File: src/rtl/mips_pkg.sv
// mips_pkg: shared encodings for the multicycle MIPS control path
package mips_pkg;
  typedef enum logic [3:0] {
    RST_WAIT = 4'd0,
    FETCH    = 4'd1,
    DECODE   = 4'd2,
    MEM_ADDR = 4'd3,
    MEM_RD   = 4'd4,
    MEM_WB   = 4'd5,
    MEM_WR   = 4'd6,
    R_EXEC   = 4'd7,
    R_WB     = 4'd8,
    BRANCH   = 4'd9,
    JUMP     = 4'd10
  } state_t;
  localparam logic [5:0] OP_R   = 6'b000000;
  localparam logic [5:0] OP_LW  = 6'b100011;
  localparam logic [5:0] OP_SW  = 6'b101011;
  localparam logic [5:0] OP_BEQ = 6'b000100;
  localparam logic [5:0] OP_J   = 6'b000010;
  localparam logic [1:0] ALU_ADD   = 2'b00;
  localparam logic [1:0] ALU_SUB   = 2'b01;
  localparam logic [1:0] ALU_FUNCT = 2'b10;
  localparam logic [1:0] SRCB_REG    = 2'b00;
  localparam logic [1:0] SRCB_FOUR   = 2'b01;
  localparam logic [1:0] SRCB_IMM    = 2'b10;
  localparam logic [1:0] SRCB_IMM_SH = 2'b11;
  localparam logic [1:0] PC_ALU    = 2'b00;
  localparam logic [1:0] PC_ALUOUT = 2'b01;
  localparam logic [1:0] PC_JUMP   = 2'b10;
  function automatic logic is_legal(input logic [5:0] o);
    return o == OP_R || o == OP_LW || o == OP_SW || o == OP_BEQ || o == OP_J;
  endfunction
endpackage

File: src/rtl/multicycle_control.sv
// multicycle_control: multicycle MIPS main control FSM
module multicycle_control
  import mips_pkg::*;
(
  input  logic       clk,
  input  logic       rst_n,
  input  logic [5:0] op,
  input  logic       zero,
  input  logic       mem_ready,
  output logic       pc_en,
  output logic       i_or_d,
  output logic       mem_read,
  output logic       mem_write,
  output logic       ir_write,
  output logic       mem_to_reg,
  output logic       reg_dst,
  output logic       reg_write,
  output logic       alu_src_a,
  output logic [1:0] alu_src_b,
  output logic [1:0] alu_op,
  output logic [1:0] pc_source,
  output logic       instr_done,
  output logic       illegal_op,
  output logic [3:0] state
);
  state_t state_q, state_d;
  assign state = state_q;
  // state register; reset drops straight into RST_WAIT, aborting any access
  always_ff @(posedge clk or negedge rst_n)
    if (!rst_n) state_q <= RST_WAIT;
    else state_q <= state_d;
  // next state and per-state outputs; only memory and branch strobes look at inputs
  always_comb begin
    state_d    = state_q;
    pc_en      = 1'b0;
    i_or_d     = 1'b0;
    mem_read   = 1'b0;
    mem_write  = 1'b0;
    ir_write   = 1'b0;
    mem_to_reg = 1'b0;
    reg_dst    = 1'b0;
    reg_write  = 1'b0;
    alu_src_a  = 1'b0;
    alu_src_b  = SRCB_REG;
    alu_op     = ALU_ADD;
    pc_source  = PC_ALU;
    instr_done = 1'b0;
    illegal_op = 1'b0;
    case (state_q)
      RST_WAIT: state_d = FETCH;
      FETCH: begin
        mem_read  = 1'b1;
        alu_src_b = SRCB_FOUR;
        ir_write  = mem_ready;
        pc_en     = mem_ready;
        state_d   = mem_ready ? DECODE : FETCH;
      end
      DECODE: begin
        alu_src_b  = SRCB_IMM_SH;
        illegal_op = !is_legal(op);
        instr_done = !is_legal(op);
        state_d    = (op == OP_LW || op == OP_SW) ? MEM_ADDR :
                     op == OP_R   ? R_EXEC :
                     op == OP_BEQ ? BRANCH :
                     op == OP_J   ? JUMP : FETCH;
      end
      MEM_ADDR: begin
        alu_src_a = 1'b1;
        alu_src_b = SRCB_IMM;
        state_d   = op == OP_LW ? MEM_RD : MEM_WR;
      end
      MEM_RD: begin
        mem_read = 1'b1;
        i_or_d   = 1'b1;
        state_d  = mem_ready ? MEM_WB : MEM_RD;
      end
      MEM_WB: begin
        reg_write  = 1'b1;
        mem_to_reg = 1'b1;
        instr_done = 1'b1;
        state_d    = FETCH;
      end
      MEM_WR: begin
        mem_write  = 1'b1;
        i_or_d     = 1'b1;
        instr_done = mem_ready;
        state_d    = mem_ready ? FETCH : MEM_WR;
      end
      R_EXEC: begin
        alu_src_a = 1'b1;
        alu_op    = ALU_FUNCT;
        state_d   = R_WB;
      end
      R_WB: begin
        reg_write  = 1'b1;
        reg_dst    = 1'b1;
        instr_done = 1'b1;
        state_d    = FETCH;
      end
      BRANCH: begin
        alu_src_a  = 1'b1;
        alu_op     = ALU_SUB;
        pc_source  = PC_ALUOUT;
        pc_en      = zero;
        instr_done = 1'b1;
        state_d    = FETCH;
      end
      JUMP: begin
        pc_source  = PC_JUMP;
        pc_en      = 1'b1;
        instr_done = 1'b1;
        state_d    = FETCH;
      end
      default: state_d = FETCH;
    endcase
  end
endmodule

File: config.mk
export PLATFORM = sky130hd
export DESIGN_NAME = multicycle_control
export DESIGN_NICKNAME = d
export VERILOG_FILES = /design/src/rtl/mips_pkg.sv /design/src/rtl/multicycle_control.sv
export SDC_FILE = /design/constraint.sdc
export NUM_CORES = 1
export LEC_CHECK = 0
export CORE_AREA = 2 2 39 41
export CTS_CLUSTER_DIAMETER = 150
export CTS_CLUSTER_SIZE = 28
export DETAILED_ROUTE_END_ITERATION = 7
export DIE_AREA = 0 0 41 43
export PLACE_DENSITY = 0.8
export SYNTH_ARGS = -nofsm -noshare
export SYNTH_HDL_FRONTEND = slang
export SYNTH_SLANG_ARGS = --single-unit
File: constraint.sdc
create_clock -name clk -period 2.3 [get_ports clk]
set_input_delay 0.575 -clock clk [delete_from_list [all_inputs] [get_ports clk]]
set_output_delay 0.575 -clock clk [all_outputs]
set_load 0.02 [all_outputs]
==> flow_summary.ini, run 1 <==
[power]
internal_power_mw = 0.5108
proportion_of_power_drawn_by_the_clock_network_pct = 8.8
irDropWorstVdd_v = 0.0006148
power.switching_fraction_pct = 48.69
comb_power_share_pct = 77.4
power.static_leakage_nw = 0.4545
total_switching_power_mw = 0.4847
power.sequential.fraction_pct = 13.7
power_per_cell_area_nw_per_um2 = 1064

[clock_tree]
cts-root-to-sink-buffers = 2
count_of_clock_tree_sinks = 4
number_of_h_tree_branching_levels = 1
cts_made_buffers = 3
cts.repair_timing.setup_buffer_count = 0
clkSlewWorstSetupHoldPaths_ps = 40
clk_latency_ps = 240
cts_tree = built
clock-root-buffer = clkbuf_4

[setup_path]
reg2reg_setup_slack_ps = 1060
critical_path.slowest_cell = clkdlybuf4s50_1
crit_buf_inv = 1
timing.critical_path.max_delay_family = buffers and inverters
timing.critical_path.from_type = register
timing_worst_setup_path_type = register to primary output
timing.critical_path.fanout_max = 6
crit_required_ps = 1730
timing.critical_path.arrival_ps = 1650
cpPeakStageDelay_ps = 610
critPathCaptureType = primary output
cp_cell_sequence = nand2b_1 -> nor2_1 -> clkdlybuf4s50_1

[global_route]
wire_length_of_the_first_global_routing_pass_mm = 2.573
number_of_global_route_vias_before_repair = 620
globalRouteTotalUtil_pct = 20.87
grt_max_degree = 9
globalRoute.totalOverflow = 0
grt_antenna_before_repair = 0

[cells_and_area]
largest_register_ffs = 4
final_nets = 129
n_antenna_cell = 0
most_common_cell_after_layout_fill_and_taps_aside = buf_4
fill_cells = 143
syn2layout_area_growth_pct = 92.29
post_route_insts_no_fill = 133
design_area_um2 = 935.9
final_cell_mix = 21 x buf_4, 14 x dlygate4sd2_1, 12 x nor2_1
post_route_cells_drive_above_1_share_pct = 29.91

[timing]
timing.fmax_mhz = 448.9
rsz0062_at_grt = true
finalMaxSlewViolations = 0
setup_tns_ps = 0
worst_slack_ps = 72.21
timing.hold.ws_ps = 546.3
worst_pin_slew_ps = 256.7
fin_worst_skew_ps = 6.287
worst_slew_margin_rel_pct = 82.76
post-route-period-util_pct = 96.86
finalWorstPathRequiredPeriod_ps = 2228
hold_viol_final = 0
setup_viol = 0

[worst_hold_path]
holdCritPathClass = primary input to async pin

[die]
fp.dieW_um = 41
fp.dieH_um = 43
floorplan.die_area_um2 = 1763
placement_rows = 14
starting_density_of_the_core_pct = 35.17
coreArea_um2 = 1384
ios = 31

[logic_synthesis]
synth.distinct_cells = 30
postSynthRegisterBits = 4
synthesis.yosys.warnings = 0
post_synth_inst_count = 69
postSynthNetCount = 79
syn_avg_cell_area_um2 = 7.054
synth-async-reset-ratio_pct = 100.0
synth-seq-area-share_pct = 20.57
ys.flop_type = dfrtp_1
syn_area_um2 = 486.7
synth_edf_count = 0

[placement]
pre_cts_ws_ps = -613.7
cell_area_after_placement_um2 = 929.6
globalplace.congestion = 0.9187
dp_hpwl_mm = 1.317
placed_cells = 130
port_buffers = 30

[drt]
route.antenna.remaining_nets = 0
drc_errors = 0
routed_wirelength_mm = 1.575
via_per_inst = 5.195
detail_route.iter0.violations = 11
drt_pass1_iterations = 5
wl_per_cell_um = 11.84
dr_total_vias = 691

[outcome]
outcome = complete, no violations

[run]
maxCapViolCount = 0
stage by stage:
stage / power, mW / utilization (%)
2_1_floorplan: 0.5672 / -
3_3_place_gp: 0.9452 / 67.18
3_5_place_dp: 0.9598 / 67.18
4_1_cts: 1.003 / 68.72
5_1_grt: 1.082 / 67.63
6_report: 0.9954 / 67.63
worst register-to-register path: cells and delay by family (launching register included):
kind                   cells  cell delay, ps
AOI/OAI and AO/OA          2             320
DFF                        1             460
buffers and inverters      1             180
and+or+nand+nor            1             140
worst paths after layout:
kind	startpoint	endpoint	cells after the start
worst min register to register	state[3]	state[3]	2
min in group clk	state[3]	state[3]	2
max in group asynchronous	rst_n	state[2]	1
worst max register to register	state[2]	state[1]	4
worst max-delay path	state[3]	alu_op[1]	3
worst min-delay path	rst_n	state[0]	1
power groups by stage:
| stage | Sequential [mW] | Combinational (mW) | Clock (mW) |
|---|---|---|---|
| floorplan | 0.151 | 0.416 | 0 |
| global placement | 0.135 | 0.810 | 0 |
| detailed placement | 0.136 | 0.823 | 0 |
| CTS | 0.137 | 0.774 | 0.0926 |
| global route | 0.143 | 0.839 | 0.0999 |
| finish | 0.137 | 0.771 | 0.0881 |
cell type report:
class / count / area [um2] / share of cell area, %
multi-input cells: 61 / 389.1 / 41.58
repair buffers: 49 / 402.9 / 43.05
flip-flops and latches: 4 / 101.3 / 10.83
clock buffers: 3 / 22.52 / 2.406
well taps: 16 / 20.02 / 2.139
Yosys cell counts, types with 2 or more instances:
library cell	n	share of area (%)
buf_2	4	4.1
and2_1	2	2.6
nand4_1	2	2.6
xnor2_1	2	3.6
nor2_1	12	9.3
nor3_1	4	4.1
a21oi_1	2	2.1
nand2b_1	6	7.7
o21ai_1	2	2.1
nand2_1	7	5.4
nor2b_1	3	3.9
dfrtp_1	4	21
o22ai_1	2	2.6
kinds of logic (layout without fill, tap and decap cells):
group	after synthesis	in the layout	synth area share, %
xor gates and xnor gates	2	2	3.600
DFF	4	4	20.57
AOI/OAI and AO/OA	16	16	22.63
and+or+nand+nor	42	42	46.79
muxes	1	1	2.313
buffers and inverters	4	52	4.113
routing by layer:
metal	routed length, um	share of wire, %	global-route usage (%)
met1	642	41	25.08
met2	806	51	35.94
met4	0	0	2.000
met5	0	0	0
met3	126	8.0	6.283
what timing repair did:
item / 4_1_cts / 5_1_grt
setup endpoints to repair: 15 / 5
pin swaps: 5 / 4
gates resized for setup: 38 / 7
hold buffers: 0 / 0
Power figures use the tool's default switching activity.
==> run 2: changes to the inputs <==
- SKIP_CTS_REPAIR_TIMING: default -> 1
==> flow_summary.ini, run 2 (same netlist as run 1, synthesis figures left out) <==
[outcome]
outcome = complete, no violations

[timing]
finalWorstPathRequiredPeriod_ps = 2243
post-route-period-util_pct = 97.52
hold_viol_final = 0
setup_viol = 0
worst_pin_slew_ps = 283.8
finalMaxSlewViolations = 0
setup_tns_ps = 0
timing.fmax_mhz = 445.8
worst_slew_margin_rel_pct = 81.05
fin_worst_skew_ps = 6.575
rsz0062_at_grt = true

[cells_and_area]
post_route_insts_no_fill = 134
syn2layout_area_growth_pct = 109.0
final_cell_mix = 21 x buf_4, 18 x dlymetal6s2s_1, 10 x nor2_1
n_antenna_cell = 0
area_used_by_multi_input_combinational_logic_um2 = 400.4
design_area_um2 = 1017
most_common_cell_after_layout_fill_and_taps_aside = buf_4
largest_register_ffs = 4
final_nets = 130
fill_cells = 128
ff_latch_area_um2 = 101.3
finish.utilization_pct = 73.51
post_route_cells_drive_above_1_share_pct = 32.20

[clock_tree]
cts_made_buffers = 3
number_of_h_tree_branching_levels = 1
clkSlewWorstSetupHoldPaths_ps = 40
count_of_clock_tree_sinks = 4
clock-root-buffer = clkbuf_4
cts-root-to-sink-buffers = 2
cts_tree = built
clk_latency_ps = 240

[drt]
routed_wirelength_mm = 1.689
detailroute.wirelength.met2_um = 878
drt_pass1_iterations = 4
via_per_inst = 5.313
detail_route.iter0.violations = 15
drc_errors = 0
topRoutingLayerUsed = met4
met1Wirelength_um = 650
wl_met3_um = 155
dr_total_vias = 712
route.antenna.remaining_nets = 0
wl_per_cell_um = 12.60

[die]
fp.dieH_um = 43
ios = 31
coreArea_um2 = 1384
floorplan.die_area_um2 = 1763
placement_rows = 14
fp.dieW_um = 41
starting_density_of_the_core_pct = 35.17

[placement]
cell_area_after_placement_um2 = 929.6
globalplace.congestion = 0.9187
dp_hpwl_mm = 1.317
port_buffers = 30
placed_cells = 130

[setup_path]
timing_worst_setup_path_type = primary input to primary output
timing.critical_path.from_type = primary input
timing.critical_path.fanout_max = 3
timing.critical_path.arrival_ps = 1670
crit_required_ps = 1730
startpoint = op[3]
rr_startpoint = state[2]
critPathCaptureType = primary output

[global_route]
globalRouteTotalUtil_pct = 20.54
number_of_global_route_vias_before_repair = 616
grt_antenna_before_repair = 0
wire_length_of_the_first_global_routing_pass_mm = 2.546
grt_max_degree = 9
globalRoute.totalOverflow = 0

[power]
power.static_leakage_nw = 0.6667
irDropWorstVdd_v = 0.0006193
power_per_cell_area_nw_per_um2 = 1012

[worst_hold_path]
holdCritPathClass = primary input to async pin

[run]
maxCapViolCount = 0
[run 2: power breakdown]
| part | leakage [nW] | switching (mW) | internal (mW) |
|---|---|---|---|
| clock | 0.0138 | 0.0297 | 0.0584 |
| sequential | 0.0498 | 0.0405 | 0.0968 |
| combinational | 0.603 | 0.422 | 0.382 |
[run 2: worst max-delay path: stages]
cell	delay [ps]
clkbuf_2	90
or3_4	420
nor4_4	340
o21bai_1	90
buf_2	160
[run 2: final timing paths]
path	to	slack, ps	cells past startpoint
worst min-delay path	state[0]	540	1
worst max-delay path	instr_done	60	5
worst max register to register	state[1]	1050	4
min in group clk	state[3]	680	2
worst min register to register	state[3]	680	2
max in group asynchronous	state[2]	1570	1
[run 2: layout make-up]
| cell class | instances | share of cell area (%) |
|---|---|---|
| Clock buffer | 3 | 2.214 |
| Multi-Input combinational cell | 61 | 39.36 |
| Sequential cell | 4 | 9.963 |
| Tap cell | 16 | 1.968 |
| Timing Repair Buffer | 50 | 46.49 |
[run 2: through the flow]
step                setup WS [ps]  power, mW  hold WS [ps]
detailed placement         -613.7     0.9598         664.7
CTS                        -624.2      1.054         539.5
global route               -17.75      1.113         538.8
floorplan                   305.5     0.5672         279.4
global placement           -577.4     0.9452         660.0
finish                      57.09      1.030         544.1
[run 2: layer usage]
layer / vias up / global-route usage [%]
met5: - / 0
met4: 0 / 2.000
met3: 2 / 6.283
met2: 44 / 35.00
met1: 318 / 25.00
li1: 348 / -
==> run 3: changes to the inputs <==
- GPL_TIMING_DRIVEN: default -> 1
==> results of run 3 <==
The final DEF is identical to that of run 2; final timing and power are the same.
